## src/rtl/mode_select_ctrl.sv

```systemverilog
// Mode selector: synchronizes/debounces KEY0, steps a wrapping mode counter per press, drives two 7-seg digits.
// Latency: mode updates DEBOUNCE_CYCLES+3 edges after the press is first sampled; segments follow one edge later.
// Backpressure: none, free-running. Optional auto-repeat while held: define AUTOREPEAT_EN.
module mode_select_ctrl #(
  parameter int DEBOUNCE_CYCLES = 50000,
  parameter int NUM_MODES       = 12,
  parameter bit BTN_ACTIVE_LOW  = 1'b1,
  parameter int REPEAT_CYCLES   = 25000000
) (
  input  logic       clk,
  input  logic       rst_n,
  input  logic       btn_change,
  output logic [3:0] mode,
  output logic       mode_pulse,
  output logic [6:0] segA,
  output logic [6:0] segB
);

  localparam int             CNT_W     = (DEBOUNCE_CYCLES > 2) ? $clog2(DEBOUNCE_CYCLES) : 1;
  localparam logic [CNT_W-1:0] CNT_LAST = CNT_W'(DEBOUNCE_CYCLES - 1);
  localparam logic [CNT_W-1:0] CNT_ONE  = CNT_W'(1);
  localparam logic [3:0]     MODE_LAST = 4'(NUM_MODES - 1);
  localparam logic           BTN_IDLE  = BTN_ACTIVE_LOW;
  localparam logic [6:0]     SEG_ZERO  = 7'b1000000;

  typedef enum logic [1:0] {IDLE, PRESS_WAIT, HELD, RELEASE_WAIT} state_t;

  logic             sync1_q, sync2_q;
  logic             pressed;
  logic             inc;
  state_t           state_q, state_d;
  logic [CNT_W-1:0] cnt_q, cnt_d;
  logic [3:0]       mode_q, mode_d;
  logic             pulse_q, pulse_d;
  logic [6:0]       seg_a_q, seg_a_d;
  logic [6:0]       seg_b_q, seg_b_d;
  logic [3:0]       tens, units;

`ifdef AUTOREPEAT_EN
  localparam int               RPT_W    = (REPEAT_CYCLES > 2) ? $clog2(REPEAT_CYCLES) : 1;
  localparam logic [RPT_W-1:0] RPT_LAST = RPT_W'(REPEAT_CYCLES - 1);
  localparam logic [RPT_W-1:0] RPT_ONE  = RPT_W'(1);
  logic [RPT_W-1:0] rpt_q, rpt_d;
`endif

  function automatic logic [6:0] seg7(input logic [3:0] d);
    case (d)
      4'd0:    seg7 = 7'b1000000;
      4'd1:    seg7 = 7'b1111001;
      4'd2:    seg7 = 7'b0100100;
      4'd3:    seg7 = 7'b0110000;
      4'd4:    seg7 = 7'b0011001;
      4'd5:    seg7 = 7'b0010010;
      4'd6:    seg7 = 7'b0000010;
      4'd7:    seg7 = 7'b1111000;
      4'd8:    seg7 = 7'b0000000;
      4'd9:    seg7 = 7'b0010000;
      default: seg7 = 7'b1111111;
    endcase
  endfunction

  // Sync output is in raw button polarity; XOR with the idle level yields 1 = pressed.
  assign pressed = sync2_q ^ BTN_IDLE;

  always_comb begin
    state_d = state_q;
    cnt_d   = cnt_q;
    inc     = 1'b0;
`ifdef AUTOREPEAT_EN
    rpt_d   = '0;
`endif
    case (state_q)
      IDLE: begin
        if (pressed) begin
          state_d = PRESS_WAIT;
          cnt_d   = '0;
        end
      end
      PRESS_WAIT: begin
        if (!pressed) begin
          state_d = IDLE;
        end else if (cnt_q == CNT_LAST) begin
          state_d = HELD;
          inc     = 1'b1;
        end else begin
          cnt_d = cnt_q + CNT_ONE;
        end
      end
      HELD: begin
        if (!pressed) begin
          state_d = RELEASE_WAIT;
          cnt_d   = '0;
        end
`ifdef AUTOREPEAT_EN
        else if (rpt_q == RPT_LAST) begin
          inc = 1'b1;
        end else begin
          rpt_d = rpt_q + RPT_ONE;
        end
`endif
      end
      RELEASE_WAIT: begin
        if (pressed) begin
          state_d = HELD;
        end else if (cnt_q == CNT_LAST) begin
          state_d = IDLE;
        end else begin
          cnt_d = cnt_q + CNT_ONE;
        end
      end
      default: state_d = IDLE;
    endcase

    mode_d  = mode_q;
    if (inc) mode_d = (mode_q == MODE_LAST) ? 4'd0 : mode_q + 4'd1;
    pulse_d = inc;

    // Mode never exceeds 15, so the tens digit is 0 or 1.
    tens    = (mode_q >= 4'd10) ? 4'd1 : 4'd0;
    units   = (mode_q >= 4'd10) ? mode_q - 4'd10 : mode_q;
    seg_a_d = seg7(tens);
    seg_b_d = seg7(units);
  end

  always_ff @(posedge clk or negedge rst_n) begin
    if (!rst_n) begin
      sync1_q <= BTN_IDLE;
      sync2_q <= BTN_IDLE;
      state_q <= IDLE;
      cnt_q   <= '0;
      mode_q  <= 4'd0;
      pulse_q <= 1'b0;
      seg_a_q <= SEG_ZERO;
      seg_b_q <= SEG_ZERO;
`ifdef AUTOREPEAT_EN
      rpt_q   <= '0;
`endif
    end else begin
      sync1_q <= btn_change;
      sync2_q <= sync1_q;
      state_q <= state_d;
      cnt_q   <= cnt_d;
      mode_q  <= mode_d;
      pulse_q <= pulse_d;
      seg_a_q <= seg_a_d;
      seg_b_q <= seg_b_d;
`ifdef AUTOREPEAT_EN
      rpt_q   <= rpt_d;
`endif
    end
  end

  assign mode       = mode_q;
  assign mode_pulse = pulse_q;
  assign segA       = seg_a_q;
  assign segB       = seg_b_q;

endmodule

```

## config.mk

```make
export PLATFORM = sky130hd
export DESIGN_NAME = mode_select_ctrl
export DESIGN_NICKNAME = d
export VERILOG_FILES = /design/src/rtl/mode_select_ctrl.sv
export SDC_FILE = /design/constraint.sdc
export NUM_CORES = 1
export LEC_CHECK = 0
export ABC_AREA = 1
export CAP_MARGIN = 20
export CORE_MARGIN = 2
export CORE_UTILIZATION = 40
export DETAILED_ROUTE_END_ITERATION = 8
export DONT_BUFFER_PORTS = 1
export PLACE_DENSITY_LB_ADDON = 0.12
export SLEW_MARGIN = 10
export SYNTH_ARGS = -nofsm -noshare
export SYNTH_HDL_FRONTEND = slang
export SYNTH_SLANG_ARGS = --single-unit
```

## constraint.sdc

```tcl
create_clock -name clk -period 3.1 [get_ports clk]
set_input_delay 0.155 -clock clk [delete_from_list [all_inputs] [get_ports clk]]
set_output_delay 0.155 -clock clk [all_outputs]
set_load 0.03 [all_outputs]
```

Yosys cells after proc, flatten, opt, wreduce, memory -nomap -nowiden
Memory sizes are Yosys's and may differ from the RTL's. A register that Yosys moved wholly into a read port is not among the register bits.
Index checks and enable logic that the tools add are counted.
Storage, ports and cells
  bits in registers: 25
  ROM bits: 224
  input bits: 3
  output and inout port bits: 19
  word-level logic and storage cells: 47
  memories: 2
Cells by class
  $add $sub $neg: 3
  order comparisons: 1
  equality and inequality tests: 11
  mux-type cells: 19
  reductions and logical operators: 5
Memories
  (name not given): words 16, width 7, read ports 1, clocked after memory_dff 1, write ports 0, RTL line 47  | case (d)
  (name not given): words 16, width 7, read ports 1, clocked after memory_dff 1, write ports 0, RTL line 47
Operators by type and width (number)
  $mux 16: 5
  $pmux 16 s4: 1
  $add 16x1->16 const B: 1
  $eq 16x16->1 const B: 1
  $mux 2: 6
  $mux 4: 2
  $ne 2x2->1 const B: 4
  $pmux 2 s4: 1
  $reduce_and 4->1: 2
  $ne 3x3->1 const B: 2
  $add 4x1->4 const B: 1
  $eq 2x2->1 const B: 2
  $eq 4x4->1 const B: 1
  $ge 4x4->1 const B: 1
  $mux 1: 4
  $sub 4x4->4 const B: 1
  $eq 2x1->1 const B: 1
  $logic_not 1->1: 2
  $logic_not 2->1: 1

Depth between registers and ports, before layout
Gate-level depths: netlist (run 1).
  depth after elaboration: 4
  depth in mapped cells: 13
  depth with buffers taken out: 13

Least setup slack after synthesis (run 1)
OpenSTA, ideal clock, no wires.
  kind: register to register
  start point: register mode_q[0], in the netlist mode[0]
  end point: register seg_b_q[3], in the netlist segB[3]
  setup time: 0.119 ns
  arrival: 1.972 ns
  required time: 2.981 ns
  path slack: 1.010 ns
  stages on the path, launching flop included: 14
  buffers on the path: 0
  clock period less this slack: 2.090 ns
  cells stage by stage: dfrtp_1 inv_1 ha_1 nor2_1 nand2_1 nand3_1 nand2_1 ha_1 inv_1 nand3_1 nand2_1 inv_1 nand2_1 nand2_1
On the way
  word-level cells in the longest chain between the ends: 2
  elaborated cells between the ends (all ways): 3
  classes of those cells: 1 x add/sub; 1 x order compare; 1 x mux
Ends and longest elaborated chain
  from (decl): RTL line 33  | logic [3:0] mode_q, mode_d;
  from (signal assigned): RTL line 143  | mode_q <= mode_d;
  $sub 4x4->4 or $ge 4x4->1 (tied branches): RTL line 120  | units = (mode_q >= 4'd10) ? mode_q - 4'd10 : mode_q;
  $mux 4 *: RTL line 120
  to (decl): RTL line 36  | logic [6:0] seg_b_q, seg_b_d;
Mark *: on every way between the ends. The rest lies on a longest branch, timed or not.
A chain may end at the register's enable or synchronous reset.

Worst setup path after layout (run 1)
  start point: register mode_q[1], in the netlist mode[1]
  end point: register seg_b_q[3], in the netlist segB[3]
The elaborated chain is that of the path after synthesis.

==> results.cfg, run 1 <==
[status]
outcome = completed

[place]
gp_congestion = 0.824
numPortBuffers = 0
placed_cell_area_sq_mm = 0.00215
post-dp-hpwl_um = 3070

[detailed_routing]
viasPerCell = 4.72
wire_per_inst_um = 11.3
first_pass_iters = 5
drcViolationCount = 0
ant_nets = 0
first_iter_violations = 100
wirelength_um = 4260
vias = 1773

[power_and_ir_drop]
fin_total_pwr_uw = 968
switching_share_pct = 24.8
ir_drop_mv = 0.280
power_leakage_nw = 1.22
power.internal_uw = 728
seqPwrFrac_pct = 47.5
p_comb_share_pct = 8.4
p_sw_uw = 240
clockPowerShare_pct = 44.2
pwr_density_cell_mw_per_mm2 = 419

[final_layout]
final_cell_mix = 107 x nand2_1, 45 x nand3_1, 34 x inv_1
multi_input_area_sq_mm = 0.00108
post-route-util_pct = 45.2
fin_nets = 315
layout-drive-gt1-share_pct = 9.48
seqCellArea_sq_um = 830
final_common_cell = nand2_1
n_fill_cell = 522
postLayoutCellArea_sq_mm = 0.00231
area_delta_synth_final_pct = 8.59
diodes = 0

[logic_synthesis]
synth_warnings = 0
synth-seq-cells = 33
syn_area_sq_mm = 0.00213
yosysSeqAreaShare_pct = 39.0
avgSynthCellArea_sq_um = 6.99
ys.flop_type = dfrtp_1
synth_enable_flop_cells = 0
netlist_instances = 304
async_reset_ff_share_pct = 100
synth_cell_type_count = 28

[timing]
finalCritPeriodShare_pct = 66.6
hold_violations = 0
rsz0062_at_grt = false
report.final.slew_viol_count = 0
tightestPinTransition_ns = 1.04
holdWs_ns = 0.321
min_period_ns = 2.06
fmax_mhz = 485
finalSetupTns_ns = 0
finalClockSkew_ns = 0.00442
setup_viol = 0
slew_headroom_pct = 30.8

[critical_path]
cp.required_ns = 3.28
crit_path_frequent_cell = nand2_1
worstSetupStartpointType = register
critical-path-slowest-cell = dfrtp_1
r2r-start = mode[1]$_DFFE_PN0P_
crit_path_end_kind = register
r2r_cells = 12
max_stage_delay_ns = 0.58
crit_chain = ha_1 -> nor2_1 -> nand2_1 -> nand3_1 -> nand2_1 -> ha_1 -> inv_1 -> nand3_1 -> nand2_1 -> inv_1 -> nand2_1 -> nand2_1
arrival_ns = 2.24
crit_type = register to register
crit_start = mode[1]$_DFFE_PN0P_
crit_fanout = 9

[clock_network]
cts-root-buf = clkbuf_8
clk_latency_ns = 0.28
htreeDepth = 2
cts.sink_count = 33
cts_buffers = 5
cts_buffer_depth = 2
clk_pin_slew_worst_paths_ns = 0.07
cts_tree = done

[grt]
grt_first_pass_wirelength_um = 7850
overflow = 0
grt_max_degree = 34
gr-usage-all-layers_pct = 16.2
grt_antenna_before_repair = 0
grt_pass1_vias = 1668

[flow_run]
maxCapViolations = 0

[floorplan]
ios = 22
coreArea_sq_mm = 0.00511
rows = 26
die_y_um = 76.9
die_w_um = 76.9
die_area_sq_mm = 0.00591
initial_utilization_pct = 41.6

[min_path]
hp-class = input pin to asynchronous set/reset pin
-- power groups by stage --
| stage | combinational [mW] | sequential, mW | clock, mW |
|---|---|---|---|
| 6_report | 0.0809 | 0.459 | 0.428 |
| 5_1_grt | 0.0931 | 0.462 | 0.461 |
| 4_1_cts | 0.0836 | 0.459 | 0.444 |
| 3_5_place_dp | 0.0691 | 0.467 | 0 |
| 3_3_place_gp | 0.0677 | 0.467 | 0 |
| 2_1_floorplan | 0.0605 | 0.465 | 0 |
-- sequential cells by signal, indices dropped and copies added, names as in the netlist, named ones only --
signal	cells
mode_pulse	1
segB	7
state_q	1
mode	4
cnt_q	16
segA	1
sync1_q	1
sync2_q	1
-- Yosys cell counts, types with 4 or more instances --
master | n | share of area [%]
nand2_1 | 107 | 19
nand3_1 | 45 | 11
inv_1 | 34 | 6.0
dfrtp_1 | 30 | 35
nor2_1 | 26 | 4.6
nand4_1 | 9 | 2.6
ha_1 | 7 | 4.1
buf_4 | 6 | 2.1
nand2_2 | 5 | 1.5
o21bai_1 | 4 | 1.4
-- critical path: cells and delay by family, from the launching register on --
kind / cells / cell delay, ns
flops: 1 / 0.58
simple gates: 8 / 0.73
fa+ha+maj: 2 / 0.56
buf+inv: 2 / 0.08
-- metrics by stage --
stage / worst slack, ns / cells
global route: 0.822 / 376
detailed placement: 1.05 / 365
CTS: 1.04 / 376
global placement: 1.07 / 365
finish: 1.04 / 376
floorplan: 1.01 / 305
-- area by class of cell --
cell class                 instances  share of cell area, %
tap                               70                   3.79
multi-input combinational        224                   47.0
inverter                          37                   6.02
clock buffer                       6                   3.58
timing repair buffer               4                   2.06
clock inverter                     2                   1.63
sequential                        33                   35.9
-- kinds of logic after synthesis --
| kind of cell | Yosys count | synth area share (%) |
|---|---|---|
| AOI/OAI and AO/OA | 10 | 3.30 |
| xor gates and xnor gates | 3 | 1.24 |
| and+or+nand+nor | 201 | 41.8 |
| adders and majority gates | 7 | 4.12 |
| DFF | 33 | 39.0 |
| other | 2 | 0.353 |
| buffers and inverters | 48 | 10.1 |
-- worst paths after layout --
check	to	slack, ns
max	segB[3]$_DFF_PN0_	1.04
min	segB[4]$_DFF_PN0_	0.32
max reg2reg	segB[3]$_DFF_PN0_	1.04
min reg2reg	sync2_q$_DFF_PN1_	0.36
max in group asynchronous	sync2_q$_DFF_PN1_	2.53
min in group clk	sync2_q$_DFF_PN1_	0.36
-- per-layer routing --
layer / GRT usage, % / vias to the layer above / part of all wire, %
li1: - / 954 / -
met1: 23.3 / 785 / 52
met2: 24.3 / 29 / 43
met3: 3.53 / 5 / 4.0
met4: 4.73 / 0 / 1.2
met5: 0 / - / 0
-- repair_timing --
action | CTS | global route
buffers inserted | 0 | 0
gates resized for setup | 0 | 0
hold buffers | 3 | 0
setup endpoints to repair | 0 | 0
endpoints found under the hold margin | 34 | 0
(Power assumes the default switching activity.)
==> run 2: changes to the inputs <==
==> constraint.sdc (replaced) <==
create_clock -name clk -period 2 [get_ports clk]
set_input_delay 0.1 -clock clk [delete_from_list [all_inputs] [get_ports clk]]
set_output_delay 0.1 -clock clk [all_outputs]
set_load 0.03 [all_outputs]
==> results.cfg, run 2 (synthesis results as in run 1) <==
[power_and_ir_drop]
fin_total_pwr_mw = 1.48
ir_drop_mv = 0.310
power_leakage_nw = 1.25
pwr_density_cell_mw_per_mm2 = 631

[clock_network]
cts_setup_buffers = 0
cts_buffers = 5
clk_pin_slew_worst_paths_ns = 0.07
cts.sink_count = 33
cts_buffer_depth = 2
clk_latency_ns = 0.28
cts_tree = done
htreeDepth = 2
cts-root-buf = clkbuf_8

[detailed_routing]
first_pass_iters = 4
viasPerCell = 4.70
ant_nets = 0
vias = 1797
first_iter_violations = 127
drcViolationCount = 0
wire_per_inst_um = 11.2
wirelength_um = 4280

[grt]
grt_first_pass_wirelength_um = 7820
grt_max_degree = 34
grt_antenna_before_repair = 0
overflow = 0
gr-usage-all-layers_pct = 16.3
grt_pass1_vias = 1701

[min_path]
hp-class = input pin to asynchronous set/reset pin

[final_layout]
layout-drive-gt1-share_pct = 11.9
largest_reg_flops = 16
diodes = 0
fin_nets = 321
area_delta_synth_final_pct = 10.8
n_fill_cell = 543
final_cell_mix = 106 x nand2_1, 45 x nand3_1, 34 x inv_1
top_register = cnt_q
fin_cells = 382
final_common_cell = nand2_1

[place]
dp_cells = 371
numPortBuffers = 0
post-place-ws_ns = 0.173
post-dp-hpwl_um = 3170
gp_congestion = 0.855

[timing]
rsz0062_at_grt = false
fmax_mhz = 557
min_period_ns = 1.79
finalClockSkew_ns = 0.00633
fin_ws_ns = 0.205
finalSetupTns_ns = 0
hold_violations = 0
setup_viol = 0
report.final.slew_viol_count = 0
holdWs_ns = 0.275
finalCritPeriodShare_pct = 89.7

[critical_path]
crit_path_end_kind = register
r2r-start = mode[1]$_DFFE_PN0P_
crit_type = register to register
worstReg2RegEnd = segB[3]$_DFF_PN0_
arrival_ns = 1.96
r2r_slack_ns = 0.21
crit_fanout = 6
r2r_cells = 12
cp.required_ns = 2.17
worstSetupStartpointType = register

[floorplan]
coreArea_sq_mm = 0.00511
initial_utilization_pct = 41.6
ios = 22
rows = 26
die_area_sq_mm = 0.00591
die_w_um = 76.9
die_y_um = 76.9

[status]
outcome = completed

[flow_run]
maxCapViolations = 0
## run 2: final cells by class
type	count	area [sq um]	share of cell area, %
Clock buffer	7	86.3	3.67
Clock inverter	1	30.0	1.28
Inverter	37	139	5.90
Multi-Input combinational cell	224	1090	46.2
Sequential cell	33	832	35.3
Tap cell	70	87.6	3.72
Timing Repair Buffer	10	92.6	3.93
## run 2: routing by layer
layer	share of wire [%]	vias up	GRT usage, %
met2	42	29	23.2
met5	0	-	0
met3	3.2	5	3.76
met1	53	805	23.8
li1	-	958	-
met4	1.2	0	6.18
## run 2: worst max-delay path, stage by stage, from the launching register on
cell and delay [ns]:
dfrtp_2 0.44, ha_1 0.18, nor2_1 0.14, nand2_2 0.11, nand3_1 0.10, nand2_1 0.10
ha_1 0.28, inv_1 0.05, nand3_1 0.09, nand2_1 0.08, inv_1 0.03, nand2_1 0.04
nand2_1 0.04
## run 2: where the power goes
group          switching, mW  total [mW]  internal [mW]
combinational         0.0919       0.127         0.0355
sequential            0.0228       0.713          0.690
clock                  0.238       0.644          0.406
## run 2: through the flow
stage | cell area [sq um] | util [%]
2_1_floorplan | 2130 | -
3_3_place_gp | 2190 | 43.0
3_5_place_dp | 2190 | 43.0
4_1_cts | 2350 | 46.0
6_report | 2350 | 46.1
5_1_grt | 2350 | 46.1
## run 2: worst max-delay path by stage
stage	from	end	depth (start not counted)
final	mode[1]$_DFFE_PN0P_	segB[3]$_DFF_PN0_	12
after global placement	mode[1]$_DFFE_PN0P_	segB[3]$_DFF_PN0_	12
after floorplan	mode[0]$_DFFE_PN0P_	segB[3]$_DFF_PN0_	13
after detailed placement	mode[1]$_DFFE_PN0P_	segB[3]$_DFF_PN0_	12
after CTS	mode[1]$_DFFE_PN0P_	segB[3]$_DFF_PN0_	12
after global routing	mode[1]$_DFFE_PN0P_	segB[3]$_DFF_PN0_	12
## run 2: timing repair
item	4_1_cts	5_1_grt
hold buffers	3	0
gates resized for setup	0	2
hold endpoints to repair	34	0
setup endpoints to repair	0	1
